**src/rtl/store_buffer.sv**
```systemverilog
// store_buffer
//   In-order write buffer between the processor and data memory. Accepted
//   stores queue up in a DEPTH-entry FIFO and drain one at a time through a
//   request/ack handshake. Loads can look up the buffer and forward the data
//   of the youngest pending store to the same address.
//
// Ports
//   clk        system clock, rising edge
//   reset      asynchronous, active-high reset
//   cpu_we     processor store request
//   cpu_adr    store address (full 32-bit compare)
//   cpu_wdata  store data
//   cpu_stall  buffer full, a store this cycle is dropped
//   ld_adr     load lookup address
//   ld_hit     some valid entry matches ld_adr
//   ld_data    data of the youngest matching entry, 0 on miss
//   mem_we     head entry valid, write request to memory
//   mem_adr    head entry address, 0 when empty
//   mem_wdata  head entry data, 0 when empty
//   mem_ack    memory accepts the head entry this cycle
//   count      number of valid entries
//   empty      count == 0
module store_buffer #(
  parameter int DEPTH = 4
) (
  input  logic                     clk,
  input  logic                     reset,
  input  logic                     cpu_we,
  input  logic [31:0]              cpu_adr,
  input  logic [31:0]              cpu_wdata,
  output logic                     cpu_stall,
  input  logic [31:0]              ld_adr,
  output logic                     ld_hit,
  output logic [31:0]              ld_data,
  output logic                     mem_we,
  output logic [31:0]              mem_adr,
  output logic [31:0]              mem_wdata,
  input  logic                     mem_ack,
  output logic [$clog2(DEPTH):0]   count,
  output logic                     empty
);

  localparam int AW = $clog2(DEPTH);
  localparam int CW = AW + 1;

  logic [31:0]    adr_r  [DEPTH];
  logic [31:0]    data_r [DEPTH];
  logic [DEPTH-1:0] valid_r;
  logic [AW-1:0]  head_r;
  logic [AW-1:0]  tail_r;
  logic [CW-1:0]  count_r;

  logic           full_s;
  logic           empty_s;
  logic           push_s;
  logic           pop_s;
  logic           hit_s;
  logic [31:0]    hit_data_s;
  logic [AW-1:0]  idx_s;

  // Status and handshake qualifiers derived from registered state only.
  always_comb begin
    full_s  = (count_r == CW'(DEPTH));
    empty_s = (count_r == {CW{1'b0}});
    // A full buffer never accepts, even if the head drains this same cycle.
    push_s  = cpu_we & ~full_s;
    // mem_ack is meaningless while nothing is requested.
    pop_s   = mem_ack & ~empty_s;
  end

  // FIFO storage, pointers and occupancy; reset discards every pending entry.
  always_ff @(posedge clk or posedge reset) begin
    if (reset) begin
      head_r  <= {AW{1'b0}};
      tail_r  <= {AW{1'b0}};
      count_r <= {CW{1'b0}};
      valid_r <= {DEPTH{1'b0}};
      for (int i = 0; i < DEPTH; i++) begin
        adr_r[i]  <= 32'd0;
        data_r[i] <= 32'd0;
      end
    end else begin
      // push and pop never touch the same slot: push needs count<DEPTH and
      // pop needs count>0, so head==tail cannot hold for both at once.
      if (push_s) begin
        adr_r[tail_r]   <= cpu_adr;
        data_r[tail_r]  <= cpu_wdata;
        valid_r[tail_r] <= 1'b1;
        tail_r          <= tail_r + AW'(1);
      end
      if (pop_s) begin
        valid_r[head_r] <= 1'b0;
        head_r          <= head_r + AW'(1);
      end
      case ({push_s, pop_s})
        2'b10:   count_r <= count_r + CW'(1);
        2'b01:   count_r <= count_r - CW'(1);
        default: count_r <= count_r;
      endcase
    end
  end

  // Load forwarding: walk from head (oldest) toward tail so the youngest
  // match overwrites older ones. Entries popping this cycle are still valid.
  always_comb begin
    hit_s      = 1'b0;
    hit_data_s = 32'd0;
    idx_s      = {AW{1'b0}};
    for (int i = 0; i < DEPTH; i++) begin
      idx_s = head_r + AW'(i);
      if (valid_r[idx_s] && (adr_r[idx_s] == ld_adr)) begin
        hit_s      = 1'b1;
        hit_data_s = data_r[idx_s];
      end else begin
        hit_s      = hit_s;
        hit_data_s = hit_data_s;
      end
    end
  end

  // Memory-side request presents the head entry, zeroed when empty.
  always_comb begin
    if (empty_s) begin
      mem_adr   = 32'd0;
      mem_wdata = 32'd0;
    end else begin
      mem_adr   = adr_r[head_r];
      mem_wdata = data_r[head_r];
    end
  end

  assign mem_we    = ~empty_s;
  assign cpu_stall = full_s;
  assign count     = count_r;
  assign empty     = empty_s;
  assign ld_hit    = hit_s;
  assign ld_data   = hit_data_s;

endmodule
```
**config.mk**
```make
export PLATFORM = sky130hd
export DESIGN_NAME = store_buffer
export DESIGN_NICKNAME = d
export VERILOG_FILES = /design/src/rtl/store_buffer.sv
export SDC_FILE = /design/constraint.sdc
export NUM_CORES = 1
export LEC_CHECK = 0
export CAP_MARGIN = 20
export CORE_MARGIN = 2
export CORE_UTILIZATION = 35
export DETAILED_ROUTE_END_ITERATION = 16
export GPL_TIMING_DRIVEN = 0
export SLEW_MARGIN = 40
export SYNTH_ARGS = -nofsm -noshare
export SYNTH_HDL_FRONTEND = slang
export SYNTH_SLANG_ARGS = --single-unit
```
**constraint.sdc**
```tcl
create_clock -name clk -period 10.07 [get_ports clk]
set_clock_uncertainty 0.1 [all_clocks]
set_input_delay 2.014 -clock clk [delete_from_list [all_inputs] [get_ports clk]]
set_output_delay 2.014 -clock clk [all_outputs]
set_load 0.02 [all_outputs]
```
==> impl_metrics.ini, run 1 <==
[status]
status = complete, no violations

[routing]
wl_um = 73280
vias_per_cell = 6.189
wl_per_cell_um = 28.91
route.detailed.drc = 0
num_vias = 15690
drtIter0Drc = 1591
first_pass_iters = 5
ant_nets = 0

[finish]
fillers = 5351
multi_input_area_mm2 = 0.01266
seq_area_mm2 = 0.006681
area_delta_synth_final_pct = 19.52
final_nets = 1855
drive_gt1_share_pct = 37.44

[job]
cap_violations = 0

[global_routing]
grt_max_degree = 82
antenna_found_initial = 8
grt_first_pass_wirelength_um = 108700
grt_pass1_vias = 15890
grt_usage_pct = 24.43
grt_overflow = 0

[worst_setup_path]
path_buf_inv = 13
r2r_slack_ps = 4980
worstPathCellList = buf_6 > buf_12 > buf_6 > buf_2 > inv_1 > buf_2 > ha_1 > buf_4 > buf_4 > buf_4 > buf_6 > mux4_2 > xnor2_1 > nand4_1 > a2111oi_1 > nand4_1 > buf_2 > clkbuf_1 > a21o_1 > a221oi_2 > clkdlybuf4s50_1
r2r_cells = 15
end_kind = output port
r2r_start = head_r[0]
startpoint_type = flip-flop
cp_top_family = buffers and inverters
criticalPathCategory = reg2out
arrival_ps = 7870
r2r_end = head_r[1]
critPathCapture = ld_data[2]
required_ps = 7960
cp.depth = 21
max_stage_delay_ps = 670
critPathMaxFanout = 11
crit_start = head_r[0]
slowest_stage = clkdlybuf4s50_1

[logic_synthesis]
ys_seq_area_share_pct = 33.11
syn_nets = 1635
synth_cell_types = 53
yosys_register_bits = 267
synth_warnings = 0
synthFlopType = dfrtp_1
syn_area_per_cell_um2 = 13.23
synthCells = 1525
synth-async-reset-ratio_pct = 100.0
synth_edf_count = 0
synth.cell_area_mm2 = 0.02018

[floorplan]
start_util_pct = 35.17
rows = 88
die_w_um = 244.1
die-area_mm2 = 0.05958
io_pins = 203
coreArea_mm2 = 0.05737
die_h_um = 244.1

[power_and_ir_drop]
p_seq_share_pct = 22.7
switching_share_pct = 44.19
power.density_mw_per_mm2 = 431.9
clkPwrFrac_pct = 10.7
p_int_mw = 5.813
ir_worst_vdd_mv = 0.2431
p_switching_mw = 4.602
power_frac_comb_pct = 66.6
leakagePower_nw = 9.020

[place]
gp_routability_congestion = 0.9660
portBuffers = 185
dpl_worst_slack_ps = 728.1
hpwl_um = 54080

[sta]
post-route-min-period_ps = 9982
finalSetupTns_ps = 0
hold_viol = 0
max_freq_mhz = 100.2
rsz0062_at_grt = false
slew_violations = 0
setup_slack_ps = 88.29
setup_viol = 0
period_share_pct = 99.12
max_slew_margin_pct = 45.27
worst-slew-pin-transition_ps = 821.0

[clock_tree]
cts_tree = done
clk-insertion-delay-late_ps = 590
clk_path_buf_depth = 3
hold_buffers = 0
path_clk_slew_ps = 60
root_buffer = clkbuf_16
ctsResizeCount = 0
clock-sinks = 267
cts_made_buffers = 30
cts_htree_levels = 1
post-cts-setup-buffers = 0

[min_path]
hold_class = reg2reg
==> Yosys cell counts, types with 31 or more instances <==
master,instances,area (µm²)
nor4_1,42,262.8
nand3_1,41,205.2
xnor2_1,81,709.4
mux4_2,231,5202
mux2i_1,52,520.5
nor2_1,75,281.5
a21o_1,32,240.2
clkbuf_1,68,255.2
and2_1,62,387.9
mux2_2,262,2950
buf_2,31,155.2
dfrtp_1,267,6681
xor2_1,39,341.6
==> stage by stage <==
step | util (%) | instance area [µm²] | std cells | hold slack (ps) | total power [mW]
6_report | 42.04 | 24120 | 2535 | 437.2 | 10.41
5_1_grt | 42.03 | 24110 | 2533 | 448.6 | 10.90
4_1_cts | 42.02 | 24110 | 2533 | 444.4 | 10.39
3_5_place_dp | 40.27 | 23100 | 2478 | 435.3 | 9.225
3_3_place_gp | 40.07 | 22990 | 2475 | 406.2 | 9.091
2_1_floorplan | - | 20180 | 1525 | 423.4 | 6.910
==> registers in the layout (all words and copies together), names as in the netlist <==
signal   cells
adr_r      128
head_r       2
tail_r       2
count        3
data_r     128
valid_r      4
==> power groups by stage <==
| stage | Clock [mW] | Combinational, mW | Sequential, mW |
|---|---|---|---|
| 6_report | 1.12 | 6.93 | 2.36 |
| 5_1_grt | 1.19 | 7.27 | 2.44 |
| 4_1_cts | 1.14 | 6.91 | 2.33 |
| 3_5_place_dp | 0 | 6.87 | 2.35 |
| 3_3_place_gp | 0 | 6.82 | 2.27 |
| 2_1_floorplan | 0 | 4.83 | 2.08 |
==> worst register-to-register path: stages, from the launching register on <==
cell	delay, ps
dfrtp_1	390
buf_6	200
buf_12	190
buf_6	240
buf_2	430
inv_1	230
buf_2	290
ha_1	320
buf_4	240
buf_6	260
buf_2	430
buf_2	420
clkbuf_2	440
clkbuf_1	640
nand2_1	90
o21ai_0	100
==> cells in the final DEF, fill, tap and decap left out, drive strengths merged, types with 5 or more instances in the layout <==
master / instances
a221oi: 37
nor4: 45
a211oi: 5
buf: 80
a21o: 32
mux2i: 52
clkinv: 7
mux4: 234
ha: 9
inv: 19
o21ai: 12
a21oi: 15
clkdlybuf4s50: 185
nand2: 21
clkbuf: 115
xnor2: 81
and2: 62
nand4: 18
nand3: 42
nor2: 75
dfrtp: 267
mux2: 262
xor2: 39
==> worst min-delay path by stage <==
stage          startpoint  endpoint  slack [ps]  depth (start not counted)
5_1_grt          count[2]  count[2]         450                          1
6_report         count[0]  count[0]         440                          1
3_3_place_gp     count[2]  count[2]         410                          1
3_5_place_dp     count[2]  count[2]         440                          1
2_1_floorplan    adr_r[7]  adr_r[7]         420                          1
4_1_cts          count[2]  count[2]         440                          1
==> cell families after synthesis <==
| group | after synthesis | synth area share, % |
|---|---|---|
| buffers and inverters | 165 | 4.180 |
| muxes | 548 | 43.38 |
| AOI/OAI and AO/OA | 134 | 5.947 |
| and+or+nand+nor | 281 | 7.516 |
| DFF | 267 | 33.11 |
| adders and majority gates | 10 | 0.6573 |
| xor gates and xnor gates | 120 | 5.209 |
==> final cells by class <==
class	instances	share of cell area (%)
plain buffers	146	3.269
well taps	765	3.969
clock buffers	46	3.819
inverters	19	0.3269
clock inverters	9	0.3632
repair buffers	188	8.021
diodes	2	0.02075
multi-input cells	1093	52.51
flip-flops and latches	267	27.71
==> layer usage <==
layer	global-route usage [%]	share of wire, %
met1	32.54	40
met2	40.16	48
met3	5.685	9.3
met4	6.277	2.9
met5	0	0.12
(Power assumes the default switching activity.)
==> run 2, diff against run 1 <==
--- a/config.mk
+++ b/config.mk
@@ -9,6 +9,7 @@
 export CORE_MARGIN = 2
 export CORE_UTILIZATION = 35
 export DETAILED_ROUTE_END_ITERATION = 16
+export GPL_ROUTABILITY_DRIVEN = 1
 export GPL_TIMING_DRIVEN = 0
 export SLEW_MARGIN = 40
 export SYNTH_ARGS = -nofsm -noshare
==> results of run 2 <==
No change in the layout: final DEF, timing and power equal those of run 1.
==> run 3, diff against run 2 <==
--- a/config.mk
+++ b/config.mk
@@ -7,11 +7,11 @@
 export LEC_CHECK = 0
 export CAP_MARGIN = 20
 export CORE_MARGIN = 2
-export CORE_UTILIZATION = 35
+export CORE_UTILIZATION = 40
 export DETAILED_ROUTE_END_ITERATION = 16
 export GPL_ROUTABILITY_DRIVEN = 1
 export GPL_TIMING_DRIVEN = 0
-export SLEW_MARGIN = 40
+export SLEW_MARGIN = 20
 export SYNTH_ARGS = -nofsm -noshare
 export SYNTH_HDL_FRONTEND = slang
 export SYNTH_SLANG_ARGS = --single-unit
==> run 3 against run 2 <==
Global-route usage up 3.2 points. Largest power group unchanged. Final area up 0.18%. Highest routed layer unchanged. Non-clock buffer count down 1. Routed wire length down 1.7%.
==> impl_metrics.ini, run 3 (same netlist as run 1, synthesis figures left out) <==
[status]
status = complete, no violations

[min_path]
hp-start = count[2]
min_to = count[2]
hold_class = reg2reg
hold_path_depth = 1

[power_and_ir_drop]
switching_share_pct = 43.61
clkPwrFrac_pct = 12.4
p_seq_share_pct = 22.3
power.density_mw_per_mm2 = 437.9
p_switching_mw = 4.614
ir_worst_vdd_mv = 0.2316
power_frac_comb_pct = 65.3
p_int_mw = 5.966
leakagePower_nw = 9.061

[finish]
fillers = 4485
drive_gt1_share_pct = 37.20
layout_common_cells = 267 x dfrtp_1, 262 x mux2_2, 231 x mux4_2, 185 x clkdlybuf4s50_1, 81 x xnor2_1
final_common_cell = dfrtp_1
final_cells = 2451
final_nets = 1859
area_delta_synth_final_pct = 19.74
final_area_mm2 = 0.02416
top_regs = adr_r: 128 flops, data_r: 128 flops, valid_r: 4 flops

[floorplan]
start_util_pct = 40.38
die_w_um = 228.6
rows = 82
die_h_um = 228.6
die-area_mm2 = 0.05226
coreArea_mm2 = 0.04997
io_pins = 203

[worst_setup_path]
arrival_ps = 7540
end_kind = output port
r2r_start = head_r[1]
r2r_end = head_r[1]
criticalPathCategory = reg2out
startpoint_type = flip-flop
r2r_slack_ps = 4680
r2r_cells = 13
required_ps = 7960
critPathMaxFanout = 10

[sta]
rsz0062_at_grt = false
post-route-min-period_ps = 9651
setup_viol = 0
slew_violations = 0
period_share_pct = 95.84
hold_viol = 0
worst-slew-pin-transition_ps = 1172
max_slew_margin_pct = 21.20
max_freq_mhz = 103.6

[routing]
first_pass_iters = 5
vias_per_cell = 6.362
num_vias = 15590
drtIter0Drc = 1703
wl_per_cell_um = 29.40
wl_um = 72050
route.detailed.drc = 0
ant_nets = 0

[place]
placedCellCount = 2384
dpl_cell_area_mm2 = 0.02293
portBuffers = 185
hpwl_um = 52290
gp_routability_congestion = 0.9585

[clock_tree]
root_buffer = clkbuf_16
post-cts-setup-buffers = 0
ctsResizeCount = 0
clock-sinks = 267
hold_buffers = 0
clk_path_buf_depth = 3
cts_htree_levels = 2
cts_tree = done
path_clk_slew_ps = 60
clk-insertion-delay-late_ps = 540
cts_made_buffers = 35

[global_routing]
grt_overflow = 0
grt_first_pass_wirelength_um = 107500
grt_max_degree = 102
grt_pass1_vias = 15860
grt_usage_pct = 27.60
antenna_found_initial = 7

[job]
cap_violations = 0
-- run 3: changes by cell type in the layout (fill, tap and decap cells not counted), moves of 2 or more --
cell / change
buf_1: +5
buf_2: -4
bufinv_16: +3
clkbuf_1: +4
clkbuf_16: +5
clkbuf_2: -8
clkbuf_8: -2
diode_2: +3
inv_6: +3
-- run 3: area by class of cell --
| class | instances | area, µm² | share of cell area [%] |
|---|---|---|---|
| antenna | 5 | 12.51 | 0.05179 |
| buffer | 146 | 773.2 | 3.201 |
| clock buffer | 46 | 1007 | 4.169 |
| clock inverter | 16 | 200.2 | 0.8286 |
| inverter | 19 | 78.83 | 0.3263 |
| multi-input combinational | 1093 | 12660 | 52.40 |
| sequential | 267 | 6681 | 27.66 |
| tap | 672 | 840.8 | 3.480 |
| timing repair buffer | 187 | 1907 | 7.893 |
-- run 3: how the worst max path moves through the flow --
stage                    from  cells after the start  slack, ps          end
global placement        reset                      2      -2830   adr_r[106]
floorplan               reset                      1        600     adr_r[0]
finish              head_r[1]                     19        420  ld_data[31]
CTS                 head_r[0]                     21        220  ld_data[31]
detailed placement  head_r[0]                     21        830  ld_data[31]
global route        head_r[0]                     20        110  ld_data[13]
-- run 3: through the flow --
step	setup TNS, ps	hold slack (ps)	total power, mW	setup WS, ps	utilization [%]
after detailed placement	0	393.7	9.183	834.9	45.90
after global placement	-748680	396.8	9.081	-2830	45.77
final	0	398.7	10.58	419.1	48.35
after global routing	0	431.9	11.07	112.8	48.34
after floorplan	0	423.4	6.910	602.4	-
after CTS	0	405.5	10.53	218.1	48.31
-- run 3: critical path: stages, from the launching register on --
cell and delay (ps):
dfrtp_1 570, buf_4 360, buf_2 440, buf_2 330, inv_1 170, ha_1 300, buf_4 250, buf_6 270
buf_2 410, buf_4 350, mux4_2 330, a22oi_1 320, o211ai_1 170, nor4_1 300, nand4_1 310, buf_2 320
buf_2 250, a21o_1 190, a221oi_1 560, clkdlybuf4s50_1 720
-- run 3: layer usage --
layer  track usage (%)  share of wire (%)  vias up
li1                  -                  -     6444
met1             36.82                 41     8159
met3             5.976                8.0      162
met5                 0              0.037        -
met4             10.78                3.9        4
met2             44.07                 47      825
-- run 3: power by group through the flow --
stage	Combinational (mW)	Sequential (mW)	Clock, mW
final	6.90	2.36	1.31
after global placement	6.80	2.28	0
after detailed placement	6.84	2.34	0
after global routing	7.24	2.45	1.39
after CTS	6.87	2.33	1.34
after floorplan	4.83	2.08	0
